===== src/rtl/iot_event_encoder.sv =====
// Serialises per-device on/off transitions into a change/on_off event stream with a shadow active count.
// Optional round-robin selection is enabled with IOT_EVT_ROUNDROBIN_EN (fixed lowest-index priority otherwise).
module iot_event_encoder #(
    parameter int N_DEV = 8,
    parameter int IDX_W = 3,
    parameter int CNT_W = 8
) (
    input  logic             clk,
    input  logic             rst,
    input  logic             enable,
    input  logic             resync,
    input  logic [N_DEV-1:0] dev_state,
    output logic             change,
    output logic             on_off,
    output logic [IDX_W-1:0] dev_id,
    output logic [CNT_W-1:0] active_count,
    output logic             in_sync
);

    logic [N_DEV-1:0] reported_state;
    logic [N_DEV-1:0] diff;
    logic             sel_valid;
    logic [IDX_W-1:0] sel_idx;
    logic [N_DEV-1:0] sel_onehot;
    logic             sel_on;

    assign diff    = dev_state ^ reported_state;
    assign in_sync = (diff == '0);
    assign sel_on  = |(dev_state & sel_onehot);

`ifdef IOT_EVT_ROUNDROBIN_EN
    logic [IDX_W-1:0] ptr;
    logic [IDX_W-1:0] ptr_next;

    // Scan diff starting at ptr, wrapping at N_DEV (which need not be a power of two).
    always_comb begin
        int idx;
        sel_valid  = 1'b0;
        sel_idx    = '0;
        sel_onehot = '0;
        idx        = 0;
        for (int j = 0; j < N_DEV; j++) begin
            idx = int'(ptr) + j;
            if (idx >= N_DEV) begin
                idx = idx - N_DEV;
            end
            if (!sel_valid && diff[idx]) begin
                sel_valid  = 1'b1;
                sel_idx    = IDX_W'(idx);
                sel_onehot = N_DEV'(1) << idx;
            end
        end
    end

    assign ptr_next = (int'(sel_idx) == N_DEV - 1) ? '0 : sel_idx + IDX_W'(1);

    always_ff @(posedge clk) begin
        if (rst || resync) begin
            ptr <= '0;
        end else if (enable && sel_valid) begin
            ptr <= ptr_next;
        end
    end
`else
    always_comb begin
        sel_valid  = 1'b0;
        sel_idx    = '0;
        sel_onehot = '0;
        for (int i = 0; i < N_DEV; i++) begin
            if (!sel_valid && diff[i]) begin
                sel_valid  = 1'b1;
                sel_idx    = IDX_W'(i);
                sel_onehot = N_DEV'(1) << i;
            end
        end
    end
`endif

    // The selected bit is known to differ, so flipping it copies dev_state into reported_state.
    always_ff @(posedge clk) begin
        if (rst || resync) begin
            reported_state <= '0;
            change         <= 1'b0;
            on_off         <= 1'b0;
            dev_id         <= '0;
            active_count   <= '0;
        end else if (enable && sel_valid) begin
            reported_state <= reported_state ^ sel_onehot;
            change         <= 1'b1;
            on_off         <= sel_on;
            dev_id         <= sel_idx;
            if (sel_on) begin
                active_count <= active_count + CNT_W'(1);
            end else begin
                active_count <= active_count - CNT_W'(1);
            end
        end else begin
            change <= 1'b0;
            on_off <= 1'b0;
            dev_id <= '0;
        end
    end

endmodule

===== config.mk =====
export PLATFORM = sky130hd
export DESIGN_NAME = iot_event_encoder
export DESIGN_NICKNAME = d
export VERILOG_FILES = /design/src/rtl/iot_event_encoder.sv
export SDC_FILE = /design/constraint.sdc
export NUM_CORES = 1
export LEC_CHECK = 0
export BUFFER_PORTS_ARGS = -buffer_cell sky130_fd_sc_hd__buf_2
export CAP_MARGIN = 25
export CORE_UTILIZATION = 51
export CTS_BUF_LIST = sky130_fd_sc_hd__clkbuf_4
export DETAILED_ROUTE_END_ITERATION = 8
export MAX_ROUTING_LAYER = met4
export PLACE_DENSITY = 0.78
export REMOVE_ABC_BUFFERS = 1
export SETUP_SLACK_MARGIN = 0.3
export SYNTH_ARGS = -nofsm -noshare
export SYNTH_HDL_FRONTEND = slang
export SYNTH_SLANG_ARGS = --single-unit
export TNS_END_PERCENT = 10

===== constraint.sdc =====
create_clock -name clk -period 3.11 [get_ports clk]
set_clock_uncertainty 0.15 [all_clocks]
set_input_delay 0.311 -clock clk [delete_from_list [all_inputs] [get_ports clk]]
set_output_delay 0.311 -clock clk [all_outputs]
set_load 0.01 [all_outputs]

After elaboration in Yosys (flattened, before gate mapping)
Cells that the tools add are included.
- add/sub/neg operators: 2
- multiply operators: 0
- divide/modulo/power cells: 0
- order comparisons: 0
- equality and inequality tests: 0
- shifts and indexed selects: 0
- mux-type cells: 25
- bitwise logic cells: 4
- reduce and logical (&&, ||, !) cells: 19
- operators with widths (cell ; count):
    two-way mux 8 bit ; 8
    two-way mux 3 bit ; 6
    bitwise XOR 8 bit ; 2
    two-way mux 1 bit ; 11
    adder 8 x 1 -> 8 bit, second input constant ; 1
    bitwise AND 8 bit ; 1
    logical AND 1 bit ; 8
    zero test 8 bit ; 1
    OR reduction 8 bit ; 1
    subtractor 8 x 1 -> 8 bit, second input constant ; 1
    zero test 1 bit ; 7
    OR reduction 2 bit ; 1
    logical OR 1 bit ; 1
    inverter 1 bit ; 1
- register bits after elaboration: 21
- bits in latches: 0
- RAM bits: 0
- memory bits (read-only): 0
- input port bits: 12
- output and inout bits: 14
- logic and storage cells: 55
- memories: 0

Logic depth before layout (Yosys ltp)
Gate-level depths: netlist (run 1).
- depth after elaboration: 26
- depth in mapped cells: 14
- gate-level depth less buffers: 14

Least setup slack after synthesis (run 1)
Ideal clock, no wire load.
- path kind: register to register
- from: reg reported_state[3]
- to: reg active_count[7]
- library setup time: 0.070 ns
- data arrival time: 3.004 ns
- required time: 2.890 ns
- setup slack: -0.114 ns
- stages on the path, launching flop included: 14
- path buffers: 0
- clock period less this slack: 3.224 ns
- path through: dfxtp_1 xor2_1 nor4_4 nand3_2 o21a_1 and2_2 ha_1 a211oi_1 o21ai_0 nor3_1 o21bai_1 and3_1 or4_1 a21oi_1
- longest elaborated chain between the ends: 18
- elaborated cells on any way between the ends: 24
- those cells by class: mux: 11; bitwise: 2; reduce/logical: 11
- RTL lines (what ; RTL line ; text):
    start, declared ; 20 ; logic [N_DEV-1:0] reported_state;
    start signal, assigned ; 88 ; reported_state <= reported_state ^ sel_onehot;
    bitwise XOR 8 bit (*) ; 27 ; assign diff = dev_state ^ reported_state;
    logical AND 1 bit (*) ; 70 ; if (!sel_valid && diff[i]) begin
    two-way mux 1 bit ; 70 ;
    zero test 1 bit ; 70 ;
    logical AND 1 bit ; 70 ;
    two-way mux 1 bit ; 70 ;
    zero test 1 bit ; 70 ;
    logical AND 1 bit ; 70 ;
    [2 not listed] ; n/a ;
    logical AND 1 bit ; 70 ;
    two-way mux 1 bit ; 70 ;
    zero test 1 bit ; 70 ;
    logical AND 1 bit ; 70 ;
    two-way mux 8 bit ; 70 ;
    bitwise AND 8 bit ; 29 ; assign sel_on = |(dev_state & sel_onehot);
    OR reduction 8 bit ; 29 ;
    two-way mux 8 bit ; 92 ; if (sel_on) begin
    end signal, assigned ; 93 ; active_count <= active_count + CNT_W'(1);
    end signal, assigned ; 95 ; active_count <= active_count - CNT_W'(1);
    end, declared ; 16 ; output logic [CNT_W-1:0] active_count,
Mark *: on every way between the ends. The rest lies on a longest branch, timed or not.
A chain may end at the register's enable or synchronous reset.

Final worst setup path (run 1)
- from: reg reported_state[2]
- to: reg active_count[7]
- longest elaborated chain between the ends: 21
- elaborated cells on any way between the ends: 28
- those cells by class: mux: 13; bitwise: 2; reduce/logical: 13
- RTL lines (what ; RTL line):
    bitwise XOR 8 bit (*) ; 27
    logical AND 1 bit (*) ; 70
    two-way mux 1 bit ; 70
    zero test 1 bit ; 70
    logical AND 1 bit ; 70
    two-way mux 1 bit ; 70
    zero test 1 bit ; 70
    logical AND 1 bit ; 70
    [5 not listed] ; n/a
    logical AND 1 bit ; 70
    two-way mux 1 bit ; 70
    zero test 1 bit ; 70
    logical AND 1 bit ; 70
    two-way mux 8 bit ; 70
    bitwise AND 8 bit ; 29
    OR reduction 8 bit ; 29
    two-way mux 8 bit ; 92
Marks and branches as above.

==> flow_summary.yaml, run 1 <==
place:
  place_inst: 239
  dp_slack_ns: -0.251
  hpwl_mm: 2.57
  gp_congestion: 0.844
  numPortBuffers: 25
  place_area_um2: 1660
synth:
  ys_seq_area_frac: 0.327
  synth_fa_ha_area_frac: 0.0896
  synth_xor_area_frac: 0.0818
  yosysMostFrequentCell: "dfxtp_1"
  yosysWarnings: 0
  syn-cell-area_um2: 1280
  synth_top_cell_by_area: "dfxtp_1"
  ys_top_cells_by_count: "21 x dfxtp_1, 20 x nor2_1, 14 x nand2_1"
  synth_top_family_by_area: "simple AND/OR/NAND/NOR gates"
  synth_seq_cells: 21
  synthSimpleGateAreaFrac: 0.241
  synth_area_leaders: "dfxtp_1 33%, ha_1 5.8%, nor2_1 5.8%"
  ys.flop_type: "dfxtp_1"
  synth.avg_cell_area_um2: 8.08
  ys_async_sr_fraction: 0
  synth_top_area_share: 0.327
  synth_edf_count: 0
  synth_compound_area_frac: 0.173
  synth_cells: 159
  synthMuxAreaShare: 0.0389
  synthDistinctLibCells: 40
timing:
  finalSetupViolations: 1
  fin_crit_sh: 1.01
  finalHoldViolCount: 0
  worst_pin_slew_ns: 0.611
  relSlewSlack: 0.591
  grt_setup_unrepaired: "yes"
  max_freq_mhz: 317
  timing.final.ws_setup_ns: -0.0430
  fin_crit_ns: 3.15
  final_max_slew_viol_count: 0
cells_and_area:
  drive_gt1_frac: 0.397
  syn_to_final_growth_pct: 41.4
  fin_cells: 247
  fillers: 165
  nNetsFinal: 239
  fin_area_um2: 1820
  n_antenna_cell: 0
critical_path:
  cp.required_ns: 3.22
  critical_path.endpoint_type: "flip-flop"
  cp-start-kind: "flip-flop"
  r2r_cells: 14
  path_cells: "buf_4 > xor2_2 > nor4_4 > nand3_2 > o21a_1 > and2_4 > ha_1 > o21ai_1 > o21ai_2 > nor3_2 > o21bai_1 > a21oi_1 > or4_1 > a21oi_1"
  cp_max_fo: 5
  reg2reg_from: "reported_state[2]$_SDFFE_PP0P_"
  crit_family: "simple AND/OR/NAND/NOR gates"
  r2r_end: "active_count[7]$_SDFFE_PP0P_"
  reg2reg_slack_ns: -0.04
  critPathMaxStageDelay_ns: 0.48
  worstSetupPathType: "reg2reg"
  critPathLaunch: "reported_state[2]$_SDFFE_PP0P_"
  cp_common_cell: "a21oi_1"
  critPathCapture: "active_count[7]$_SDFFE_PP0P_"
  cp_num_buf_inv: 1
  crit_slowest_cell: "or4_1"
  worstPathArrival_ns: 3.26
  cp.depth: 14
die:
  coreArea_um2: 2300
  pin_count: 26
  start_util: 0.559
  die_w_um: 52.2
  fp.dieH_um: 52.2
  core.rowCount: 17
  dieArea_um2: 2720
clocking:
  cts.clk_slew.worst_paths_ns: 0.12
  cts.path.max_buffers: 2
  cts_sinks: 21
  cts.htree.levels: 1
  ctsRootBufferMaster: "clkbuf_4"
  hold_buffers: 0
  cts_tree: "built"
  cts_buffers: 3
  clk-insertion-delay-late_ns: 0.32
power_and_ir_drop:
  power_density_nw_per_um2: 309
  p_total_uw: 562
  leakage_uw: 0.000841
  ir_drop_v: 0.000284
drt:
  vias: 1374
  drt_iter0_drc: 52
  drtPass1Iterations: 4
  antenna_left: 0
  finalWirelength_mm: 3.71
  viasPerCell: 5.56
  drc_errors: 0
  post_drt_wl_per_cell_um: 15.0
global_route:
  grt_max_degree: 17
  antenna_found_initial: 0
  grt_first_pass_wirelength_mm: 5.68
  grt_use_total: 0.294
  grt_pass1_vias: 1283
  grt-ovfl-total: 0
min_path:
  hold_class: "in2reg"
  hold_depth: 3
outcome:
  status: "complete, but fails checks"
  violations: "negative setup slack"
run:
  drv_cap: 0
stage by stage:
| stage | util | hold slack [ns] | TNS [ns] |
|---|---|---|---|
| 5_1_grt | 0.791 | 0.111 | -0.298 |
| 3_5_place_dp | 0.723 | 0.325 | -0.489 |
| 3_3_place_gp | 0.723 | 0.301 | -0.292 |
| 6_report | 0.791 | 0.112 | -0.0430 |
| 2_1_floorplan | - | 0.292 | -0.128 |
| 4_1_cts | 0.772 | 0.111 | 0 |
worst min-delay path, delay by kind of cell:
kind	cells	cell delay, ns
buf+inv	1	0.12
simple gates	1	0.06
compound gates	1	0.06
kinds of logic (layout without fill, tap and decap cells):
family / Yosys count / after routing
AO/OA/AOI/OAI: 37 / 37
XOR/XNOR: 12 / 12
adder cells (fa/ha/maj): 9 / 9
buffers and inverters: 16 / 76
flip-flops: 21 / 21
multiplexers: 5 / 5
AND/OR/NAND/NOR: 59 / 59
final cells by class:
class / instances / area [µm²] / share of cell area
multi-input cells: 122 / 896 / 0.493
well taps: 28 / 35.0 / 0.0193
clock buffers: 3 / 22.5 / 0.0124
clock inverters: 1 / 5.00 / 0.00275
inverters: 12 / 45.0 / 0.0248
repair buffers: 60 / 392 / 0.216
flip-flops and latches: 21 / 422 / 0.232
metal layers:
metal | up-vias | GRT usage | part of all wire
met5 | - | - | 0
met4 | 0 | 0.127 | 0.026
met3 | 14 | 0.0783 | 0.062
met2 | 58 | 0.485 | 0.48
met1 | 642 | 0.336 | 0.43
li1 | 660 | - | -
cells in the final DEF, fill, tap and decap left out, types with 2 or more instances in the layout:
| cell type | n |
|---|---|
| o21ai_0 | 4 |
| nand3_1 | 4 |
| and2b_2 | 2 |
| buf_4 | 34 |
| dfxtp_1 | 20 |
| xnor2_1 | 8 |
| mux2i_1 | 5 |
| inv_1 | 12 |
| ha_1 | 2 |
| o21ai_1 | 3 |
| xor2_1 | 2 |
| nor2_1 | 20 |
| nand2b_1 | 2 |
| xor2_2 | 2 |
| nor2b_1 | 2 |
| and3_1 | 3 |
| buf_2 | 25 |
| o21bai_1 | 3 |
| clkbuf_4 | 3 |
| o21a_1 | 3 |
| a21oi_1 | 12 |
| o21ai_2 | 2 |
| maj3_2 | 2 |
| ha_4 | 4 |
| nand2_1 | 14 |
what timing repair did:
item | CTS | global route
resized for setup | 16 | 6
setup endpoints to repair | 4 | 4
buffers inserted | 2 | 2
pin swaps | 6 | 6
report_power, final:
part           switching [µW]  total [µW]  internal, µW
Clock                    87.9         136          48.2
Sequential               5.80         281           275
Combinational            73.4         145          71.2
Total                     167         562           394
how the worst min path moves through the flow:
stage	from	end	slack [ns]
final	dev_state[3]	reported_state[3]$_SDFFE_PP0P_	0.11
after global routing	dev_state[3]	reported_state[3]$_SDFFE_PP0P_	0.11
after CTS	dev_state[3]	reported_state[3]$_SDFFE_PP0P_	0.11
after detailed placement	reported_state[4]$_SDFFE_PP0P_	reported_state[4]$_SDFFE_PP0P_	0.32
after global placement	reported_state[4]$_SDFFE_PP0P_	reported_state[4]$_SDFFE_PP0P_	0.30
after floorplan	reported_state[4]$_SDFFE_PP0P_	reported_state[4]$_SDFFE_PP0P_	0.29
(Power assumes the default switching activity.)
==> inputs of run 2 (changes only) <==
==> constraint.sdc (replaced) <==
create_clock -name clk -period 3.11 [get_ports clk]
set_clock_uncertainty 0.15 [all_clocks]
set_input_delay 0.933 -clock clk [delete_from_list [all_inputs] [get_ports clk]]
set_output_delay 0.933 -clock clk [all_outputs]
set_load 0.01 [all_outputs]
==> flow_summary.yaml, run 2 (synthesis results as in run 1) <==
outcome:
  status: "complete, but fails checks"
  violations: "negative setup slack"
place:
  place_area_um2: 1680
  numPortBuffers: 25
  hpwl_mm: 2.57
  gp_congestion: 0.814
cells_and_area:
  drive_gt1_frac: 0.402
  n_antenna_cell: 0
  seqCellArea_um2: 420
  utilization: 0.800
  fin_area_um2: 1840
  multiInputGateArea_um2: 913
  syn_to_final_growth_pct: 43.0
  nNetsFinal: 239
  layout_common_cells: "35 x buf_4, 24 x buf_2, 21 x dfxtp_1"
  fillers: 149
  layout_commonest_cell: "buf_4"
critical_path:
  worstPathArrival_ns: 3.63
  crit_family: "simple AND/OR/NAND/NOR gates"
  worstSetupPathType: "in2reg"
  cp_max_fo: 5
  cp.required_ns: 3.21
  critPathMaxStageDelay_ns: 0.39
  cp-start-kind: "input pin"
  cp_num_buf_inv: 1
  crit_slowest_cell: "or4_1"
  critical_path.endpoint_type: "flip-flop"
  path_cells: "buf_2 > xor2_2 > nor4_4 > nand3_2 > o21a_1 > and2_4 > ha_4 > a211oi_2 > o21ai_1 > nor3_1 > o21bai_1 > and3_1 > or4_1 > a21oi_1"
power_and_ir_drop:
  seqPwrFrac: 0.491
  power_switching_uw: 164
  swShare: 0.287
  power_density_nw_per_um2: 311
  p_clk_frac: 0.249
  p_total_uw: 572
  leakage_uw: 0.000843
  combPwrFrac: 0.260
  ir_drop_v: 0.000343
  p_int_uw: 408
global_route:
  met2_usage: 0.536
  grt_pass1_vias: 1340
  grt-ovfl-total: 0
  grt-busiest-layer: "met2"
  grt_use_total: 0.322
  antenna_found_initial: 0
  grt_max_degree: 17
  use_met3: 0.0870
  gr-usage-met1: 0.375
  grt_first_pass_wirelength_mm: 6.18
drt:
  finalWirelength_mm: 3.68
  drc_errors: 0
  drt_iter0_drc: 37
  drtPass1Iterations: 4
  vias: 1363
  viasPerCell: 5.52
  post_drt_wl_per_cell_um: 14.9
  antenna_left: 0
timing:
  timing.final.ws_setup_ns: -0.423
  final_max_slew_viol_count: 0
  relSlewSlack: 0.723
  grt_setup_unrepaired: "yes"
  worst_pin_slew_ns: 0.411
  max_freq_mhz: 283
  fin_crit_ns: 3.53
  fin_tns_setup_ns: -0.795
  finalHoldViolCount: 0
  fin_crit_sh: 1.14
  finalSetupViolations: 3
die:
  dieArea_um2: 2720
  die_w_um: 52.2
  fp.dieH_um: 52.2
  pin_count: 26
  coreArea_um2: 2300
  start_util: 0.559
  core.rowCount: 17
min_path:
  hold_class: "reg2reg"
run:
  drv_cap: 0
clocking:
  ctsRootBufferMaster: "clkbuf_4"
  cts_tree: "built"
  cts.clk_slew.worst_paths_ns: 0.12
  cts.path.max_buffers: 2
  cts_sinks: 21
  cts_buffers: 3
  hold_buffers: 0
  cts.htree.levels: 1
  clk-insertion-delay-late_ns: 0.31
[run 2: final timing paths]
kind / from / end / slack [ns] / depth (start not counted)
min reg2reg: active_count[3]$_SDFFE_PP0P_ / active_count[3]$_SDFFE_PP0P_ / 0.33 / 2
max reg2reg: reported_state[3]$_SDFFE_PP0P_ / active_count[7]$_SDFFE_PP0P_ / -0.11 / 13
max: dev_state[1] / active_count[7]$_SDFFE_PP0P_ / -0.42 / 14
min: active_count[3]$_SDFFE_PP0P_ / active_count[3]$_SDFFE_PP0P_ / 0.33 / 2
[run 2: stage by stage]
step	cells	hold slack [ns]	worst slack, ns
after floorplan	155	0.292	-0.694
after global placement	242	0.305	-0.797
after detailed placement	242	0.314	-0.884
after CTS	247	0.330	-0.339
after global routing	247	0.360	-0.547
final	247	0.332	-0.423
[run 2: layer usage]
metal  part of all wire  routed length [µm]  up-vias
met3              0.064                 234       15
met5                  0                   0        -
met4              0.025                  93        0
li1                   -                   -      664
met1               0.42                1540      632
met2               0.49                1810       52
[run 2: final cells by class]
class                   count  share of cell area
clock buffers               4              0.0163
inverters                  12              0.0245
multi-input cells         122               0.497
flip-flops and latches     21               0.229
well taps                  28              0.0191
repair buffers             60               0.214
[run 2: worst register-to-register path, delay by kind of cell (launching register included)]
family,cells,cell delay [ns]
xor gates and xnor gates,1,0.22
and+or+nand+nor,6,1.40
AOI/OAI and AO/OA,5,0.79
adders and majority gates,1,0.22
DFF,1,0.38
[run 2: what timing repair did]
item                       CTS  global route
pin swaps                    3             2
setup buffers                1             0
gates resized for setup     20             6
setup endpoints to repair    7             7
[run 2: power by group through the flow]
stage          combinational (µW)  sequential, µW  clock, µW
4_1_cts                       142             281        144
3_3_place_gp                  123             285          0
6_report                      149             281        143
5_1_grt                       161             282        161
2_1_floorplan                63.6             287          0
3_5_place_dp                  129             285          0
==> inputs of run 3 (changes only) <==
==> constraint.sdc (replaced) <==
create_clock -name clk -period 3.11 [get_ports clk]
set_clock_uncertainty 0.15 [all_clocks]
set_input_delay 0.1555 -clock clk [delete_from_list [all_inputs] [get_ports clk]]
set_output_delay 0.1555 -clock clk [all_outputs]
set_load 0.01 [all_outputs]
==> flow_summary.yaml, run 3 (synthesis results as in run 1) <==
clocking:
  clk-insertion-delay-late_ns: 0.31
  cts_sinks: 21
  ctsRootBufferMaster: "clkbuf_4"
  cts.htree.levels: 1
  cts_buffers: 3
  cts_tree: "built"
  cts.clk_slew.worst_paths_ns: 0.13
  cts.path.max_buffers: 2
power_and_ir_drop:
  ir_drop_v: 0.000276
  leakage_uw: 0.000827
  power_density_nw_per_um2: 314
timing:
  final_max_slew_viol_count: 0
  finalSetupViolations: 2
  relSlewSlack: 0.605
  fin_crit_ns: 3.20
  fin_tns_setup_ns: -0.120
  finalHoldViolCount: 0
  timing.final.ws_setup_ns: -0.0892
  worst_pin_slew_ns: 0.591
  max_freq_mhz: 313
  fin_crit_sh: 1.03
  grt_setup_unrepaired: "yes"
cells_and_area:
  fin_cells: 245
  fillers: 158
  n_antenna_cell: 0
  layout_commonest_cell: "buf_4"
  nNetsFinal: 237
  utilization: 0.792
  multiInputGateArea_um2: 900
  syn_to_final_growth_pct: 41.6
  drive_gt1_frac: 0.364
  layout_common_cells: "27 x buf_4, 25 x buf_2, 20 x nor2_1, 20 x dfxtp_1, 14 x nand2_1"
  seqCellArea_um2: 422
place:
  place_inst: 230
  numPortBuffers: 25
  hpwl_mm: 2.30
  gp_congestion: 0.863
drt:
  finalWirelength_mm: 3.71
  vias: 1369
  drt_iter0_drc: 44
  post_drt_wl_per_cell_um: 15.2
  drtPass1Iterations: 4
  viasPerCell: 5.59
  antenna_left: 0
  drc_errors: 0
global_route:
  grt-ovfl-total: 0
  antenna_found_initial: 0
  grt_pass1_vias: 1303
  grt_use_total: 0.306
  grt_max_degree: 17
  grt_first_pass_wirelength_mm: 5.91
die:
  pin_count: 26
  fp.dieH_um: 52.2
  core.rowCount: 17
  die_w_um: 52.2
  start_util: 0.559
  coreArea_um2: 2300
  dieArea_um2: 2720
critical_path:
  critPathLaunch: "reported_state[3]$_SDFFE_PP0P_"
  cp-start-kind: "flip-flop"
  cp.required_ns: 3.21
  worstPathArrival_ns: 3.30
  worstSetupPathType: "reg2reg"
  cp_max_fo: 5
  reg2reg_from: "reported_state[3]$_SDFFE_PP0P_"
  critical_path.endpoint_type: "flip-flop"
run:
  drv_cap: 0
outcome:
  status: "complete, but fails checks"
  violations: "negative setup slack"
min_path:
  hold_class: "in2reg"
  hp-start: "rst"
==> run 3: final cells by class <==
class                      instances  share of cell area
multi-input combinational        122               0.494
sequential                        21               0.232
timing repair buffer              58               0.213
inverter                          12              0.0248
tap                               28              0.0193
clock buffer                       4              0.0165
==> run 3: metrics by stage <==
stage | power, µW | setup WS [ns] | instance area (µm²) | hold slack (ns)
floorplan | 351 | -0.115 | 1270 | 0.149
global placement | 398 | -0.125 | 1590 | 0.272
detailed placement | 402 | -0.261 | 1590 | 0.292
CTS | 563 | 0.0746 | 1790 | 0.00581
global route | 596 | -0.244 | 1820 | 0.0162
finish | 571 | -0.0892 | 1820 | 0.0145
==> run 3: power breakdown <==
part           internal [µW]  switching [µW]
clock                   58.7            89.4
combinational           69.5            72.3
sequential               275            5.84
==> run 3: worst paths after layout <==
check | slack [ns] | end | cells after the start
max | -0.09 | active_count[7]$_SDFFE_PP0P_ | 13
min | 0.01 | dev_id[1]$_SDFF_PP0_ | 3
max reg2reg | -0.09 | active_count[7]$_SDFFE_PP0P_ | 13
min reg2reg | 0.36 | reported_state[4]$_SDFFE_PP0P_ | 2
==> run 3: critical path: stages (launching register included) <==
cell      delay, ns
dfxtp_1        0.35
xor2_1         0.22
nor4_4         0.36
nand3_2        0.12
o21a_1         0.22
and2_4         0.18
ha_1           0.29
o21ai_1        0.07
o21ai_1        0.22
nor3_1         0.09
o21bai_1       0.19
a21oi_1        0.09
or4_1          0.49
a21oi_2        0.13
==> run 3: routing by layer <==
layer  part of all wire  GRT usage  vias up  routed length, µm
met4              0.010     0.0921        0                 38
met2               0.49      0.513       64               1820
li1                   -          -      656                  -
met5                  0          -        -                  0
met1               0.44      0.392      641               1620
met3              0.064     0.0261        8                236
==> run 3: repair_timing <==
item	in CTS	in global routing
endpoints found under the setup margin	4	4
pin swaps	7	1
hold buffers	6	0
resized for setup	15	5
endpoints found under the hold margin	6	0
buffers inserted	5	0
